===== config.mk =====
export PLATFORM = sky130hd
export DESIGN_NAME = fir_lpf_mac
export DESIGN_NICKNAME = d
export VERILOG_FILES = /design/src/rtl/fir_lpf_mac.sv
export SDC_FILE = /design/constraint.sdc
export NUM_CORES = 1
export LEC_CHECK = 0
export CAP_MARGIN = 10
export CORE_MARGIN = 3
export CORE_UTILIZATION = 24
export CTS_BUF_LIST = sky130_fd_sc_hd__clkbuf_16
export DETAILED_ROUTE_END_ITERATION = 12
export GPL_TIMING_DRIVEN = 0
export SYNTH_ARGS = -nofsm -noshare
export SYNTH_HDL_FRONTEND = slang
export SYNTH_SLANG_ARGS = --single-unit

===== constraint.sdc =====
create_clock -name sclk -period 17.58 [get_ports sclk]
set_clock_uncertainty 0.1 [all_clocks]
set_input_delay 3.516 -clock sclk [delete_from_list [all_inputs] [get_ports sclk]]
set_output_delay 3.516 -clock sclk [all_outputs]
set_load 0.05 [all_outputs]

===== src/rtl/fir_lpf_mac.sv =====
// Time-multiplexed FIR low-pass filter: one shared signed multiplier, loadable coefficient bank,
// valid/ready on both sides. Define FIR_LPF_SAT_EN for round-half-up plus saturation on the output.
module fir_lpf_mac #(
  parameter int DW    = 8,
  parameter int CW    = 12,
  parameter int TAPS  = 16,
  parameter int SHIFT = 0,
  parameter int OW    = 21,
  localparam int AW   = DW + CW + $clog2(TAPS),
  localparam int IW   = $clog2(TAPS)
) (
  input  logic          sclk,
  input  logic          rst_n,
  input  logic [DW-1:0] s_data,
  input  logic          s_valid,
  output logic          s_ready,
  output logic [OW-1:0] m_data,
  output logic          m_valid,
  input  logic          m_ready,
  input  logic          coef_we,
  input  logic [IW-1:0] coef_addr,
  input  logic [CW-1:0] coef_data,
  output logic          busy
);

  typedef enum logic [1:0] {
    IDLE = 2'd0,
    MAC  = 2'd1,
    OUT  = 2'd2
  } state_t;

  state_t                   state;
  logic signed [DW-1:0]     x [TAPS];
  logic signed [CW-1:0]     c [TAPS];
  logic signed [AW-1:0]     acc;
  logic        [IW-1:0]     idx;

  logic signed [DW+CW-1:0]  prod;
  logic signed [AW-1:0]     sum_next;
  logic        [OW-1:0]     y_fit;
  logic                     coef_ok;

`ifdef FIR_LPF_SAT_EN
  localparam int SH_M1 = (SHIFT > 0) ? SHIFT - 1 : 0;
  localparam logic signed [AW:0] RND   = (SHIFT > 0) ? ((AW+1)'(1) << SH_M1) : (AW+1)'(0);
  localparam logic signed [AW:0] Y_MAX = {{(AW+2-OW){1'b0}}, {(OW-1){1'b1}}};
  localparam logic signed [AW:0] Y_MIN = {{(AW+2-OW){1'b1}}, {(OW-1){1'b0}}};
  logic signed [AW:0] rounded;
`else
  logic signed [AW-1:0] shifted;
`endif

  assign s_ready = (state == IDLE);
  assign busy    = (state != IDLE);
  assign coef_ok = coef_we && (state == IDLE) && ({1'b0, coef_addr} < (IW+1)'(TAPS));

  // NOTE: every signal written here gets a value on every path, so no latch can be inferred.
  always_comb begin
    prod     = x[idx] * c[idx];
    sum_next = acc + AW'(prod);
`ifdef FIR_LPF_SAT_EN
    rounded  = ((AW+1)'(sum_next) + RND) >>> SHIFT;
    if (rounded > Y_MAX)      y_fit = Y_MAX[OW-1:0];
    else if (rounded < Y_MIN) y_fit = Y_MIN[OW-1:0];
    else                      y_fit = rounded[OW-1:0];
`else
    shifted  = sum_next >>> SHIFT;
    y_fit    = shifted[OW-1:0];
`endif
  end

  // NOTE: state is updated with non-blocking assignments so every register sees pre-edge values.
  always_ff @(posedge sclk) begin
    if (!rst_n) begin
      state   <= IDLE;
      acc     <= '0;
      idx     <= '0;
      m_data  <= '0;
      m_valid <= 1'b0;
      // NOTE: delay line and coefficient bank are reset too, so a fresh filter starts from all-zero taps.
      for (int k = 0; k < TAPS; k++) begin
        x[k] <= '0;
        c[k] <= '0;
      end
    end else begin
      // A write in the handshake cycle lands before any MAC cycle reads the bank.
      if (coef_ok) c[coef_addr] <= coef_data;

      case (state)
        IDLE: begin
          if (s_valid) begin
            x[0] <= s_data;
            for (int k = 1; k < TAPS; k++) x[k] <= x[k-1];
            acc   <= '0;
            idx   <= '0;
            state <= MAC;
          end
        end
        MAC: begin
          acc <= sum_next;
          if (idx == IW'(TAPS - 1)) begin
            idx     <= '0;
            m_data  <= y_fit;
            m_valid <= 1'b1;
            state   <= OUT;
          end else begin
            idx <= idx + 1'b1;
          end
        end
        OUT: begin
          if (m_ready) begin
            m_valid <= 1'b0;
            state   <= IDLE;
          end
        end
        default: state <= IDLE;
      endcase
    end
  end

endmodule


After elaboration in Yosys (flattened, before gate mapping):

Memories as Yosys holds them, arrays and structs flattened. A register that Yosys moved wholly into a read port is not among the register bits.
Cells that the tools add are included.

* output and inout port bits: 24
* input port bits: 29
* memories kept: 2
* bits in latches: 0
* bits in registers: 52
* RAM bits: 320
* ROM bits: 0
* word-level logic and storage cells: 85

* bitwise operators: 16
* order comparisons: 0
* $add $sub $neg: 2
* shift-type cells: 0
* divide/modulo/power cells: 0
* multiply operators: 1
* mux-type cells: 43
* reductions and logical operators: 10
* eq/ne operators: 6

Memories
* c: words 16, bits a word 12, read ports 1, clocked after memory_dff 1, write ports 16, line 34 `logic signed [CW-1:0] c [TAPS];`
* x: words 16, bits a word 8, read ports 16, clocked after memory_dff 1, write ports 16, line 33 `logic signed [DW-1:0] x [TAPS];`

Operators with widths (count)
* $mux W8: 16
* $pmux W24 S2: 1
* $mux W4: 7
* $add A24 B20 Y24: 1
* $mux W24: 1
* $mul A8 B12 Y20: 1
* $or A1 B1 Y1: 16
* $mux W12: 1
* $reduce_or A12 Y1: 1
* $mux W1: 11
* $pmux W4 S2: 1
* $mux W2: 3
* $ne A2 B2 Y1 const B: 3
* $pmux W2 S3: 1
* $reduce_and A3 Y1: 2
* $reduce_bool A2 Y1: 3
* $add A4 B1 Y4 const B: 1
* $eq A4 B4 Y1 const B: 1
* $reduce_and A2 Y1: 2
* $eq A2 B1 Y1 const B: 1
* $eq A2 B2 Y1 const B: 1
* $logic_not A2 Y1: 1
* $pmux W1 S2: 1
* $logic_and A1 B1 Y1: 1

Depth between registers and ports, before layout:

* word-level depth: 7
* gate-level depth with buffers: 24
* gate-level depth less buffers: 20

Least setup slack after synthesis:

Ideal clock, no wire load.

* path type: input port to flip-flop
* from: input rst_n
* to: memory x[0][0] (enable)
* buffers on the path: 2
* setup slack: 10234 ps
* data required time: 16369 ps
* arrival: 6134 ps
* cell stages on the path: 3
* library setup time: 1111 ps
* cells stage by stage: clkbuf_1 -> buf_1 -> nand2_1

RTL lines
* from (decl): line 13 `input logic rst_n,`
* to (decl): line 33

==> impl_metrics.toml <==
[synth]
synth_seq_area_share_pct = 52.3
synth_fp_nets = 1681
yosysWarningCount = 0
synthCells = 1500
synth_area_per_cell_um2 = 13.6
ys.flop_type = "edfxtp_1"
ys_ff_latch = 373
syn-cell-area_mm2 = 0.0204
synth-edff-count = 320
synth.distinct_cells = 53
synthArstFlopShare_pct = 0

[worst_setup_path]
r2r_cells = 20
cp-end-kind = "register"
path_class = "reg2reg"
worstPathRequired_ps = 17930
startpoint_type = "register"
crit_fanout = 10
r2r_slack_ps = 9830
r2r_end = "acc[19]$_SDFFE_PN0P_"
arrival_ps = 8100

[layout]
synthToLayoutAreaGrowth_pct = 16.8
multiInputGateArea_mm2 = 0.00901
n_antenna_cell = 0
fill_cells = 8450
register_area_mm2 = 0.0107
utilization_pct = 28.4
final_nets = 1793
fin_area_mm2 = 0.0238
drive_gt1_share_pct = 12.1

[pwr]
pwr-share-seq_pct = 39.5
p_comb_share_pct = 28.5
powerDensity_mw_per_mm2 = 111
p_leak_nw = 8.98
p_int_mw = 1.80
p_sw_mw = 0.829
clkPwrFrac_pct = 32.0
swShare_pct = 31.5
irDropWorstVdd_v = 0.0000684

[clock_tree]
clock_latency_ps = 590
postCtsSetupBuffers = 0
cts_resized = 0
numCtsBuffers = 44
hold_buffers = 0
path_clk_slew_ps = 60
cts_tree = "built"
cts_root_buf = "clkbuf_16"
cts.sinks = 373
clockBufferDepth = 3
htree_levels = 2

[floorplan]
core_area_mm2 = 0.0840
ios = 53
rows = 106
die-height_um = 298
die_area_mm2 = 0.0885
die-width_um = 298
start_util_pct = 24.3

[min_path]
hold_depth = 2
hold_start = "m_data[10]$_SDFFE_PN0P_"
hold_end = "m_data[10]$_SDFFE_PN0P_"
min_path_type = "reg2reg"

[routing]
wire_per_inst_um = 18.1
drc_errors = 0
ant_nets = 0
drtPass1Iterations = 5
post_drt_via_cell_ratio = 4.40
drt_wl_total_mm = 50.2
drt_iter0_drc = 875
via_count = 12200

[timing]
maxSlewHeadroom_pct = 33.2
period_minus_slack_ps = 7750
fin_setup_tns_ps = 0
max_clock_freq_mhz = 129
period_share_pct = 44.1
finalSetupViolations = 0
final-hold-violation-count = 0
rsz0062_at_grt = "no"
slew_viol_final = 0
worst_pin_slew_ps = 1000
whs_ps = 355

[placement]
place_hpwl_mm = 37.3
dpl_cell_area_mm2 = 0.0225
globalplace.congestion = 0.894
io_buffers = 52

[grt]
antenna_found_initial = 0
grt_first_pass_wirelength_mm = 78.6
grt_pass1_vias = 12900
track_usage_pct = 11.4
grt_max_degree = 49
overflow = 0

[run]
cap_violations = 0

[outcome]
run_status = "finished, final reports clean"
-- cell families after synthesis --
logic type                 after synthesis  share of synthesized area (%)
buffers and inverters                  179                           3.56
muxes                                  104                           11.2
xor gates and xnor gates                19                          0.816
adders and majority gates              152                           13.1
and+or+nand+nor                        567                           15.7
AOI/OAI and AO/OA                      106                           3.31
DFF                                    373                           52.3
-- cell type report --
cell class | instances | share of cell area (%)
inverters | 88 | 1.39
well taps | 1134 | 5.95
plain buffers | 91 | 1.66
clock buffers | 44 | 4.62
flip-flops and latches | 373 | 44.8
multi-input cells | 948 | 37.8
repair buffers | 66 | 2.86
clock inverters | 29 | 0.914
-- worst max-delay path, cell delays in order, from the launching register on --
cell,delay [ps]
dfxtp_1,310
buf_2,220
buf_2,330
clkbuf_1,780
mux4_2,470
mux4_2,630
and2_1,230
fa_1,530
inv_1,50
fa_1,530
inv_1,50
fa_1,490
fa_1,430
fa_1,420
ha_1,370
o21a_1,190
o21ai_0,280
o31ai_1,180
a311oi_1,570
mux2i_1,180
a31o_1,210
-- per-stage QoR --
step	power, mW	instances	setup slack [ps]
floorplan	1.60	1500	10230
global placement	1.78	2686	7750
detailed placement	1.80	2700	9940
CTS	2.65	2773	9850
global route	2.79	2773	9510
finish	2.63	2773	9830
-- flip-flops by register name (all words and copies together) (netlist names), named ones only --
name,cells
c,192
x,128
acc,21
m_data,21
idx,4
state,2
m_valid,1
-- cell usage after synthesis (3+ instances only) --
| library cell | instances | area, µm² |
|---|---|---|
| a211oi_1 | 3 | 22.5 |
| o221ai_1 | 3 | 26.3 |
| nand4_1 | 4 | 25.0 |
| a22oi_1 | 13 | 97.6 |
| nor2_1 | 55 | 206 |
| nor2b_1 | 3 | 18.8 |
| a31oi_1 | 4 | 25.0 |
| nand3_1 | 19 | 95.1 |
| a31o_2 | 3 | 26.3 |
| dfxtp_1 | 53 | 1060 |
| edfxtp_1 | 320 | 9610 |
| a21oi_1 | 28 | 140 |
| clkbuf_1 | 74 | 278 |
| ha_1 | 48 | 601 |
| mux2i_1 | 4 | 40.0 |
| o21bai_1 | 4 | 30.0 |
| mux4_2 | 99 | 2230 |
| o21a_1 | 4 | 30.0 |
| o21ai_0 | 25 | 125 |
| nand2_1 | 72 | 270 |
| buf_6 | 5 | 56.3 |
| buf_2 | 10 | 50.1 |
| a21o_1 | 6 | 45.0 |
| nor3_1 | 10 | 50.1 |
| inv_1 | 87 | 327 |
| xnor2_1 | 17 | 149 |
| and3_1 | 3 | 18.8 |
| and2_1 | 380 | 2380 |
| nand2b_1 | 11 | 68.8 |
| fa_1 | 104 | 2080 |
-- per-layer routing --
metal | wire [µm] | part of all wire (%) | GRT usage (%)
met5 | 0 | 0 | 0
met4 | 1050 | 2.1 | 2.73
met3 | 3070 | 6.1 | 2.53
met2 | 23800 | 47 | 18.5
met1 | 22300 | 44 | 15.4
-- cell usage in the layout (no fill, tap or decap), types with 52 or more instances in the layout --
cell type	count
mux4_2	99
nor2_1	55
dfxtp_1	53
edfxtp_1	320
nand2_1	71
fa_1	104
clkdlybuf4s50_1	52
and2_1	380
inv_1	95
clkbuf_1	74
-- worst max-delay path by stage --
stage	from	endpoint	slack (ps)
after floorplan	rst_n	x[0][0]$_SDFFCE_PN0P_	10230
after global placement	rst_n	x[0][3]$_SDFFCE_PN0P_	7750
after detailed placement	register	acc[19]$_SDFFE_PN0P_	9940
after CTS	register	acc[19]$_SDFFE_PN0P_	9850
after global routing	register	acc[19]$_SDFFE_PN0P_	9510
final	register	acc[19]$_SDFFE_PN0P_	9830
-- power groups by stage --
| stage | Clock (mW) | Combinational (mW) | Sequential (mW) |
|---|---|---|---|
| floorplan | 0 | 0.549 | 1.05 |
| global placement | 0 | 0.726 | 1.06 |
| detailed placement | 0 | 0.739 | 1.06 |
| CTS | 0.860 | 0.750 | 1.04 |
| global route | 0.896 | 0.848 | 1.05 |
| finish | 0.842 | 0.751 | 1.04 |
Note: power is estimated with default switching activity, not from simulation.
